## src/rtl/ht_client.sv

```systemverilog
// Client endpoint for the hash table command/result protocol: a credit-limited command
// stage, in-order result checking, per-result-code statistics, and OP_INIT barrier handling.

package ht_pkg;
  localparam int KEY_WIDTH   = 16;
  localparam int VALUE_WIDTH = 16;

  typedef enum logic [1:0] {
    OP_INIT   = 2'd0,
    OP_SEARCH = 2'd1,
    OP_INSERT = 2'd2,
    OP_DELETE = 2'd3
  } ht_opcode_e;

  typedef enum logic [2:0] {
    SEARCH_FOUND                     = 3'd0,
    SEARCH_NOT_SUCCESS_NO_ENTRY      = 3'd1,
    INSERT_SUCCESS                   = 3'd2,
    INSERT_SUCCESS_SAME_KEY          = 3'd3,
    INSERT_NOT_SUCCESS_TABLE_IS_FULL = 3'd4,
    DELETE_SUCCESS                   = 3'd5,
    DELETE_NOT_SUCCESS_NO_ENTRY      = 3'd6,
    INIT_SUCCESS                     = 3'd7
  } ht_rescode_e;

  typedef struct packed {
    ht_opcode_e             opcode;
    logic [KEY_WIDTH-1:0]   key;
    logic [VALUE_WIDTH-1:0] value;
  } ht_command_t;

  typedef struct packed {
    ht_opcode_e             opcode;
    ht_rescode_e            rescode;
    logic [KEY_WIDTH-1:0]   key;
    logic [VALUE_WIDTH-1:0] value;
  } ht_result_t;
endpackage

module ht_client
  import ht_pkg::*;
#(
  parameter int MAX_OUTSTANDING = 8,
  parameter int STAT_WIDTH      = 16
) (
  input  logic                               clk_i,
  input  logic                               rst_i,
  input  ht_command_t                        req_i,
  input  logic                               req_valid_i,
  output logic                               req_ready_o,
  output ht_command_t                        ht_cmd_o,
  output logic                               ht_cmd_valid_o,
  input  logic                               ht_cmd_ready_i,
  input  ht_result_t                         ht_result_i,
  input  logic                               ht_result_valid_i,
  output logic                               ht_result_ready_o,
  output ht_result_t                         rsp_o,
  output logic                               rsp_valid_o,
  input  logic                               rsp_ready_i,
  output logic                               init_busy_o,
  output logic [$clog2(MAX_OUTSTANDING):0]   outstanding_o,
  input  logic                               stat_clr_i,
  output logic [STAT_WIDTH-1:0]              cnt_search_found_o,
  output logic [STAT_WIDTH-1:0]              cnt_search_miss_o,
  output logic [STAT_WIDTH-1:0]              cnt_insert_ok_o,
  output logic [STAT_WIDTH-1:0]              cnt_insert_full_o,
  output logic [STAT_WIDTH-1:0]              cnt_delete_ok_o,
  output logic [STAT_WIDTH-1:0]              cnt_delete_miss_o,
  output logic                               proto_err_o
);

  localparam int             CW        = $clog2(MAX_OUTSTANDING) + 1;
  localparam int             PW        = $clog2(MAX_OUTSTANDING);
  localparam int             NUM_STATS = 6;
  localparam logic [CW-1:0]  MAX_CNT   = CW'(MAX_OUTSTANDING);

  typedef enum logic [1:0] {ST_RUN, ST_DRAIN, ST_INIT_WAIT} state_e;

  state_e                 state, state_next;
  ht_command_t            cmd_q;
  logic                   cmd_valid;
  ht_result_t             rsp_q;
  logic                   rsp_valid;
  logic [CW-1:0]          outstanding;
  logic [PW-1:0]          wr_ptr, rd_ptr;
  ht_opcode_e             fifo [MAX_OUTSTANDING];
  logic                   proto_err;
  logic [STAT_WIDTH-1:0]  cnt [NUM_STATS];
  logic [NUM_STATS-1:0]   hit;
  logic                   can_issue, issue, res_acc, pop;

  assign res_acc = ht_result_valid_i && ht_result_ready_o;
  // A result with nothing in flight is an error and must not underflow the credit count.
  assign pop     = res_acc && (outstanding != '0);

  // NOTE: sequential state uses non-blocking assignments so every register samples pre-edge values.
  always_ff @(posedge clk_i or negedge rst_i) begin
    if (!rst_i) state <= ST_RUN;
    else        state <= state_next;
  end

  // NOTE: every output of this block gets a default first, so no path leaves a latch behind.
  always_comb begin
    state_next = state;
    can_issue  = 1'b0;
    if (outstanding != MAX_CNT) begin
      case (state)
        ST_RUN:   can_issue = (req_i.opcode != OP_INIT);
        ST_DRAIN: can_issue = (req_i.opcode == OP_INIT) && (outstanding == '0) && !cmd_valid;
        default:  can_issue = 1'b0;
      endcase
    end
    req_ready_o = (!cmd_valid || ht_cmd_ready_i) && can_issue;
    issue       = req_valid_i && req_ready_o;
    case (state)
      ST_RUN:       if (req_valid_i && req_i.opcode == OP_INIT) state_next = ST_DRAIN;
      ST_DRAIN:     if (issue) state_next = ST_INIT_WAIT;
      ST_INIT_WAIT: if (res_acc && ht_result_i.opcode == OP_INIT) state_next = ST_RUN;
      default:      state_next = ST_RUN;
    endcase
  end

  always_ff @(posedge clk_i or negedge rst_i) begin
    if (!rst_i) begin
      cmd_q       <= '0;
      cmd_valid   <= 1'b0;
      rsp_q       <= '0;
      rsp_valid   <= 1'b0;
      outstanding <= '0;
      wr_ptr      <= '0;
      rd_ptr      <= '0;
      proto_err   <= 1'b0;
    end else begin
      if (issue) begin
        cmd_q     <= req_i;
        cmd_valid <= 1'b1;
      end else if (ht_cmd_ready_i) begin
        cmd_valid <= 1'b0;
      end

      if (res_acc) begin
        rsp_q     <= ht_result_i;
        rsp_valid <= 1'b1;
      end else if (rsp_ready_i) begin
        rsp_valid <= 1'b0;
      end

      case ({issue, pop})
        2'b10:   outstanding <= outstanding + CW'(1);
        2'b01:   outstanding <= outstanding - CW'(1);
        default: outstanding <= outstanding;
      endcase

      if (issue) wr_ptr <= wr_ptr + PW'(1);
      if (pop)   rd_ptr <= rd_ptr + PW'(1);

      if (res_acc && ((outstanding == '0) || (ht_result_i.opcode != fifo[rd_ptr])))
        proto_err <= 1'b1;
    end
  end

  // NOTE: the opcode FIFO storage is deliberately not reset; the pointers and credit count define validity.
  always_ff @(posedge clk_i) begin
    if (issue) fifo[wr_ptr] <= req_i.opcode;
  end

  always_comb begin
    hit = '0;
    if (res_acc) begin
      case (ht_result_i.rescode)
        SEARCH_FOUND:                     hit[0] = 1'b1;
        SEARCH_NOT_SUCCESS_NO_ENTRY:      hit[1] = 1'b1;
        INSERT_SUCCESS,
        INSERT_SUCCESS_SAME_KEY:          hit[2] = 1'b1;
        INSERT_NOT_SUCCESS_TABLE_IS_FULL: hit[3] = 1'b1;
        DELETE_SUCCESS:                   hit[4] = 1'b1;
        DELETE_NOT_SUCCESS_NO_ENTRY:      hit[5] = 1'b1;
        default:                          hit = '0;
      endcase
    end
  end

  // Saturating counters; a clear wins over an increment in the same cycle.
  always_ff @(posedge clk_i or negedge rst_i) begin
    if (!rst_i) begin
      for (int i = 0; i < NUM_STATS; i++) cnt[i] <= '0;
    end else begin
      for (int i = 0; i < NUM_STATS; i++) begin
        if (stat_clr_i)                  cnt[i] <= '0;
        else if (hit[i] && cnt[i] != '1) cnt[i] <= cnt[i] + 1'b1;
      end
    end
  end

  assign ht_cmd_o           = cmd_q;
  assign ht_cmd_valid_o     = cmd_valid;
  assign ht_result_ready_o  = !rsp_valid || rsp_ready_i;
  assign rsp_o              = rsp_q;
  assign rsp_valid_o        = rsp_valid;
  assign init_busy_o        = (state == ST_INIT_WAIT);
  assign outstanding_o      = outstanding;
  assign proto_err_o        = proto_err;
  assign cnt_search_found_o = cnt[0];
  assign cnt_search_miss_o  = cnt[1];
  assign cnt_insert_ok_o    = cnt[2];
  assign cnt_insert_full_o  = cnt[3];
  assign cnt_delete_ok_o    = cnt[4];
  assign cnt_delete_miss_o  = cnt[5];

endmodule

```

## config.mk

```make
export PLATFORM = sky130hd
export DESIGN_NAME = ht_client
export DESIGN_NICKNAME = d
export VERILOG_FILES = /design/src/rtl/ht_client.sv
export SDC_FILE = /design/constraint.sdc
export NUM_CORES = 1
export LEC_CHECK = 0
export CORE_AREA = 2 2 136 165
export CTS_BUF_LIST = sky130_fd_sc_hd__clkbuf_4 sky130_fd_sc_hd__clkbuf_8
export CTS_CLUSTER_DIAMETER = 40
export CTS_CLUSTER_SIZE = 40
export DETAILED_ROUTE_END_ITERATION = 8
export DIE_AREA = 0 0 138 167
export PLACE_DENSITY = 0.74
export SLEW_MARGIN = 20
export SYNTH_ARGS = -nofsm -noshare
export SYNTH_HDL_FRONTEND = slang
export SYNTH_SLANG_ARGS = --single-unit
```

## constraint.sdc

```tcl
create_clock -name clk_i -period 3.4 [get_ports clk_i]
set_clock_uncertainty 0.05 [all_clocks]
set_input_delay 0.34 -clock clk_i [delete_from_list [all_inputs] [get_ports clk_i]]
set_output_delay 0.34 -clock clk_i [all_outputs]
set_load 0.005 [all_outputs]
```

==> metrics.md, run 1 <==
| Metric | Value |
|---|---|
| Outcome | `complete, no violations` |
| Critical Path RT | `3010 ps` |
| Slew margin rel. | `47.5%` |
| Top_reg_cell synth | `dfrtp_1` |
| Worst Max-Slew Pin Slew | `787 ps` |
| DR vias/cell | `5.42` |
| Reg2Reg Depth | `10` |
| Sequential area share after synthesis | `53.0%` |
| Cells after Synth | `819` |
| Worst setup EP type | `output port` |
| Worst Setup EP | `req_ready_o` |
| Die H | `167 um` |
| Starting DRT DRC Count | `296` |
| Vias | `7,388` |
| Top cells by count, synth | `dfrtp_1 (182), nor2_1 (81), mux2_2 (46)` |
| M1 WL | `9680 um` |
| Share of layout cells above drive strength 1 | `13.5%` |
| Leak pwr | `5.23 nW` |
| Mapped Area | `9510 sq um` |
| Setup CP Type | `reg -> out` |
| Initial Utilization | `44.4%` |
| Count leader, synth | `dfrtp_1` |
| Crit-path max FO | `9` |
| Slew Viols, Final | `0` |
| Setup TNS | `0 ps` |
| Leading area contributor after synthesis | `dfrtp_1` |
| Die width | `138 um` |
| Netlist cell types | `56` |
| Die Area | `23,000 sq um` |
| Post-Synthesis Net Count | `908` |
| Final period utilization | `94.4%` |
| Clock Latency Late Sink | `470 ps` |
| Fin area | `12,800 sq um` |
| Post-CTS Hold Buffers | `1` |
| GRT Overall Usage | `20.9%` |
| N_diodes | `0` |
| Nets | `1,164` |
| Pwr/cell area | `501 nW/um^2` |
| Pin count of the biggest net entering global routing | `97` |
| 1st-pass router iterations | `4` |
| Ys async rst share | `91.9%` |
| Setup Viol. Count Final | `0` |
| R2r startpoint | `outstanding_o[1]` |
| Vias in the first global route | `7,505` |
| Top cell type's share of synthesized area | `47.9%` |
| Startpoint class of the critical path | `flip-flop` |
| Postcts setup bufs | `0` |
| Clock Pin Slew Worst Setup and Hold Paths | `110 ps` |
| H-tree levels | `4` |
| Arrival @ worst endpoint | `2820 ps` |
| Reg-to-reg endpoint | `outstanding_o[2]` |
| Leading post-synthesis cells by cell area | `dfrtp_1 (48%), mux2_2 (5.4%), edfxtp_1 (5.1%)` |
| Placed Area | `12,400 sq um` |
| Clk root buf | `clkbuf_8` |
| Wire length on met3 | `1810 um` |
| Max IR drop VDD | `398 uV` |
| First-pass GRT wire length | `39,400 um` |
| Post-DRT Antenna Nets | `0` |
| Post-synth EDFFs | `16` |
| Grt ovf | `0` |
| CTS tree | `done` |
| Final wirelength | `23,800 um` |
| Cts repair resizes | `0` |
| Mapped Avg Cell Area | `11.6 sq um` |
| R2r setup slk | `240 ps` |
| Total CTS buffers | `17` |
| Post-DP HPWL | `17,400 um` |
| Critical Path Source | `outstanding_o[1]` |
| # rows | `59` |
| Yosys reg bits | `198` |
| Hold WC Path Type | `in -> async` |
| Global placement routability congestion | `0.827` |
| Synthesis Warnings | `0` |
| Synthesis-to-layout area growth | `34.5%` |
| Port bufs | `254` |
| Maximum clock path buffer count | `2` |
| Core area | `21,400 sq um` |
| Fmax | `0.312 GHz` |
| Top Metal Used | `met5` |
| CTS Sinks | `198` |
| Residual DRC | `0` |
| Final hold violation count | `0` |
| Crit path time final | `3210 ps` |
| Met2 wire len | `11,900 um` |
| Total of max-cap violations | `0` |
| Antenna violations before repair | `1` |
| I/O pins | `255` |
| Worst hold slack | `379 ps` |
| DR WL/cell | `17.5 um` |
| RSZ-0062 raised after global routing | `no` |
==> cell families (layout without fill, tap and decap cells) <==
family / after synthesis / count (layout) / share of synthesized area [%]
AO/OA/AOI/OAI: 105 / 105 / 7.57
XOR/XNOR: 68 / 68 / 6.26
adder cells (fa/ha/maj): 11 / 11 / 1.45
buffers and inverters: 44 / 313 / 2.50
flip-flops: 198 / 198 / 53.0
multiplexers: 93 / 93 / 12.3
AND/OR/NAND/NOR: 300 / 300 / 16.9
==> layout by cell type, fill, tap and decap left out, types with 23 or more instances in the layout <==
cell	n
nand2_1	44
nor2_1	81
clkdlybuf4s50_1	252
nand3_1	35
mux2_4	32
a21oi_1	23
dfrtp_1	182
mux2_2	46
xnor2_1	25
and3_1	29
xor2_1	43
==> metrics by stage <==
stage	setup slack [ps]	utilization (%)	total power [mW]	instances
2_1_floorplan	211	-	3.98	819
3_3_place_gp	373	57.7	4.91	1329
3_5_place_dp	285	57.7	4.95	1329
4_1_cts	147	59.7	6.51	1362
5_1_grt	21.9	59.7	6.76	1362
6_report	191	59.7	6.41	1362
==> sequential cells by signal, indices dropped and copies added (netlist names) <==
register and flops:
rsp_o 37, ht_cmd_o 34, cnt_delete_miss_o 16, cnt_delete_ok_o 16
cnt_insert_full_o 16, cnt_insert_ok_o 16, cnt_search_found_o 16, cnt_search_miss_o 16
fifo 16, outstanding_o 4, rd_ptr 3, wr_ptr 3
state 2, ht_cmd_valid_o 1, proto_err_o 1, rsp_valid_o 1
==> worst max-delay path, stage by stage (launching register included) <==
cell and delay (ps):
dfrtp_1 500, or4_4 570, o31a_1 310, a211oi_1 360, clkdlybuf4s50_1 610
==> report_power, final <==
part / internal (mW) / switching (mW)
sequential: 2.75 / 0.321
clock: 0.560 / 0.959
combinational: 1.20 / 0.616
==> area by class of cell <==
type,instances,area (sq um)
tap,274,343
clock inverter,15,181
timing repair buffer,270,2700
inverter,11,41.3
fill,1782,8620
sequential,198,5030
multi-input combinational,577,4250
clock buffer,17,234
==> worst min path at each step <==
stage / end / slack (ps) / cells after the start
6_report: cnt_search_miss_o[1] / 380 / 2
5_1_grt: rsp_o[14] / 390 / 2
4_1_cts: cnt_search_miss_o[1] / 380 / 2
3_5_place_dp: cnt_search_miss_o[14] / 320 / 1
3_3_place_gp: cnt_search_miss_o[0] / 320 / 1
2_1_floorplan: cnt_delete_miss_o[0] / -6 / 0
==> layer usage <==
layer | global-route usage (%) | up-vias
li1 | - | 3483
met1 | 24.9 | 3636
met2 | 36.1 | 237
met3 | 6.99 | 30
met4 | 6.30 | 2
met5 | 0 | -
No activity file was read; power rests on OpenSTA's default activity.
==> inputs of run 2 (changes only) <==
==> constraint.sdc (replaced) <==
create_clock -name clk_i -period 3.4 [get_ports clk_i]
set_clock_uncertainty 0.05 [all_clocks]
set_input_delay 1.02 -clock clk_i [delete_from_list [all_inputs] [get_ports clk_i]]
set_output_delay 1.02 -clock clk_i [all_outputs]
set_load 0.005 [all_outputs]
==> metrics.md, run 2 (synthesis results as in run 1) <==
| Metric | Value |
|---|---|
| Outcome | `complete, no violations` |
| Setup TNS | `0 ps (unchanged)` |
| Initial Utilization | `44.4% (unchanged)` |
| N_diodes | `0 (unchanged)` |
| Commonest non-fill, non-tap cells in the layout | `clkdlybuf4s50_1 (251), dfrtp_1 (182), nor2_1 (80), mux2_2 (46), nand2_1 (44)` |
| Leak pwr | `5.37 nW (+2.6%)` |
| Post-DRT Antenna Nets | `0 (unchanged)` |
| DR WL/cell | `17.0 um (-2.8%)` |
| Vias | `7,434 (+0.62%)` |
| Maximum clock path buffer count | `2 (unchanged)` |
| H-tree levels | `4 (unchanged)` |
| Post-route worst setup slack | `86.9 ps (-104 ps)` |
| Synthesis-to-layout area growth | `36.6%` |
| Setup Viol. Count Final | `0 (unchanged)` |
| Fill cells | `1,767 (-0.84%)` |
| Slew Viols, Final | `0 (unchanged)` |
| Worst setup EP type | `output port` |
| Port bufs | `254 (unchanged)` |
| Fmax | `0.302 GHz (-3.1%)` |
| Final hold violation count | `0 (unchanged)` |
| # rows | `59 (unchanged)` |
| Placed Area | `12,600 sq um (+1.6%)` |
| DR vias/cell | `5.36 (-1.1%)` |
| Total CTS buffers | `17 (unchanged)` |
| Total of max-cap violations | `0 (unchanged)` |
| Arrival @ worst endpoint | `2240 ps (-580 ps)` |
| Non-filler cells, final | `1,386 (+1.8%)` |
| Vias in the first global route | `7,575 (+0.93%)` |
| Die Area | `23,000 sq um (unchanged)` |
| Final period utilization | `97.4% (+3.1 points)` |
| Residual DRC | `0 (unchanged)` |
| Pin count of the biggest net entering global routing | `71 (-27%)` |
| I/O pins | `255 (unchanged)` |
| Nets | `1,188 (+2.1%)` |
| Post-DP HPWL | `17,200 um (-1.0%)` |
| Most common cell after layout, fill and taps aside | `clkdlybuf4s50_1` |
| Largest register FFs | `37 (unchanged)` |
| Grt ovf | `0 (unchanged)` |
| Slew margin rel. | `38.3% (-9.3 points)` |
| First-pass GRT wire length | `39,000 um (-1.0%)` |
| Antenna violations before repair | `0 (-1)` |
| Clock Latency Late Sink | `460 ps (about the same)` |
| Core area | `21,400 sq um (unchanged)` |
| Crit-path max FO | `3 (-6)` |
| Clk root buf | `clkbuf_8` |
| Hold WC Path Type | `in -> async` |
| Die H | `167 um (unchanged)` |
| Final wirelength | `23,600 um (-1.1%)` |
| Share of layout cells above drive strength 1 | `15.9% (+2.4 points)` |
| Worst Max-Slew Pin Slew | `926 ps (+139 ps)` |
| Startpoint class of the critical path | `input pin` |
| Fin area | `13,000 sq um (+1.5%)` |
| Fin util | `60.6% (+0.92 points)` |
| Global placement routability congestion | `0.832 (+0.56%)` |
| Critical Path RT | `2330 ps (-680 ps)` |
| CTS tree | `done` |
| Placed cell count | `1,353 (+1.8%)` |
| GRT Overall Usage | `20.8% (-0.19 points)` |
| 1st-pass router iterations | `4 (unchanged)` |
| Setup CP Type | `in -> out` |
| Post-CTS Hold Buffers | `0 (-1)` |
| Crit path time final | `3310 ps (+104 ps)` |
| Die width | `138 um (unchanged)` |
| R2r setup slk | `360 ps (+120 ps)` |
| RSZ-0062 raised after global routing | `no` |
| Dpl ws | `-444 ps (-729 ps)` |
| Max IR drop VDD | `421 uV (+5.9%)` |
| CTS Sinks | `198 (unchanged)` |
| Clock Pin Slew Worst Setup and Hold Paths | `110 ps (about the same)` |
| Starting DRT DRC Count | `268 (-9.5%)` |
| Pwr/cell area | `503 nW/um^2 (+0.33%)` |
-- run 2: what timing repair did --
item	CTS	global route
pin swaps	1	0
buffers inserted	1	0
resized for setup	8	1
gates cloned	0	0
endpoints found under the setup margin	2	1
-- run 2: worst paths after layout --
path	start	endpoint	depth (start not counted)
setup reg to reg	outstanding_o[0]	outstanding_o[2]	11
setup / recovery	rsp_ready_i	ht_result_ready_o	4
hold reg to reg	rsp_o[36]	rsp_o[36]	2
hold / removal	rst_i	cnt_search_found_o[15]	1
max in group asynchronous	rst_i	cnt_insert_ok_o[2]	2
min in group clk_i	rsp_o[36]	rsp_o[36]	2
-- run 2: metrics by stage --
step	hold WS [ps]	power (mW)
after floorplan	421	3.98
after global placement	411	4.98
after detailed placement	424	5.01
after CTS	399	6.62
after global routing	404	6.88
final	425	6.53
-- run 2: final cells by class --
cell class                 instances  area (sq um)  share of cell area [%]
multi-input combinational        577          4270                    32.9
timing repair buffer             294          2890                    22.2
sequential                       198          5030                    38.8
tap                              274           343                    2.64
clock buffer                      19           249                    1.92
clock inverter                    13           161                    1.24
inverter                          11          42.5                   0.328
-- run 2: metal layers --
metal | global-route usage, % | part of all wire (%) | up-vias
met1 | 25.6 | 41 | 3611
met4 | 5.94 | 1.8 | 0
met3 | 6.99 | 7.6 | 29
met2 | 34.9 | 49 | 256
li1 | - | - | 3538
met5 | 0 | 0 | -
-- run 2: worst max-delay path: stages --
cell and delay [ps]:
clkdlybuf4s50_1 440, nor2b_4 190, clkinv_2 110, clkdlybuf4s50_1 480
-- run 2: where the power goes --
group | leakage [nW] | internal (mW) | switching (mW)
sequential | 2.49 | 2.75 | 0.296
clock | 0.205 | 0.638 | 0.923
combinational | 2.67 | 1.26 | 0.660
==> inputs of run 3 (changes only) <==
Settings changed: ABC_AREA from default to 0, GPL_ROUTABILITY_DRIVEN from default to 0.
==> results of run 3 <==
Final layout, timing and power as in run 2 (identical DEF).
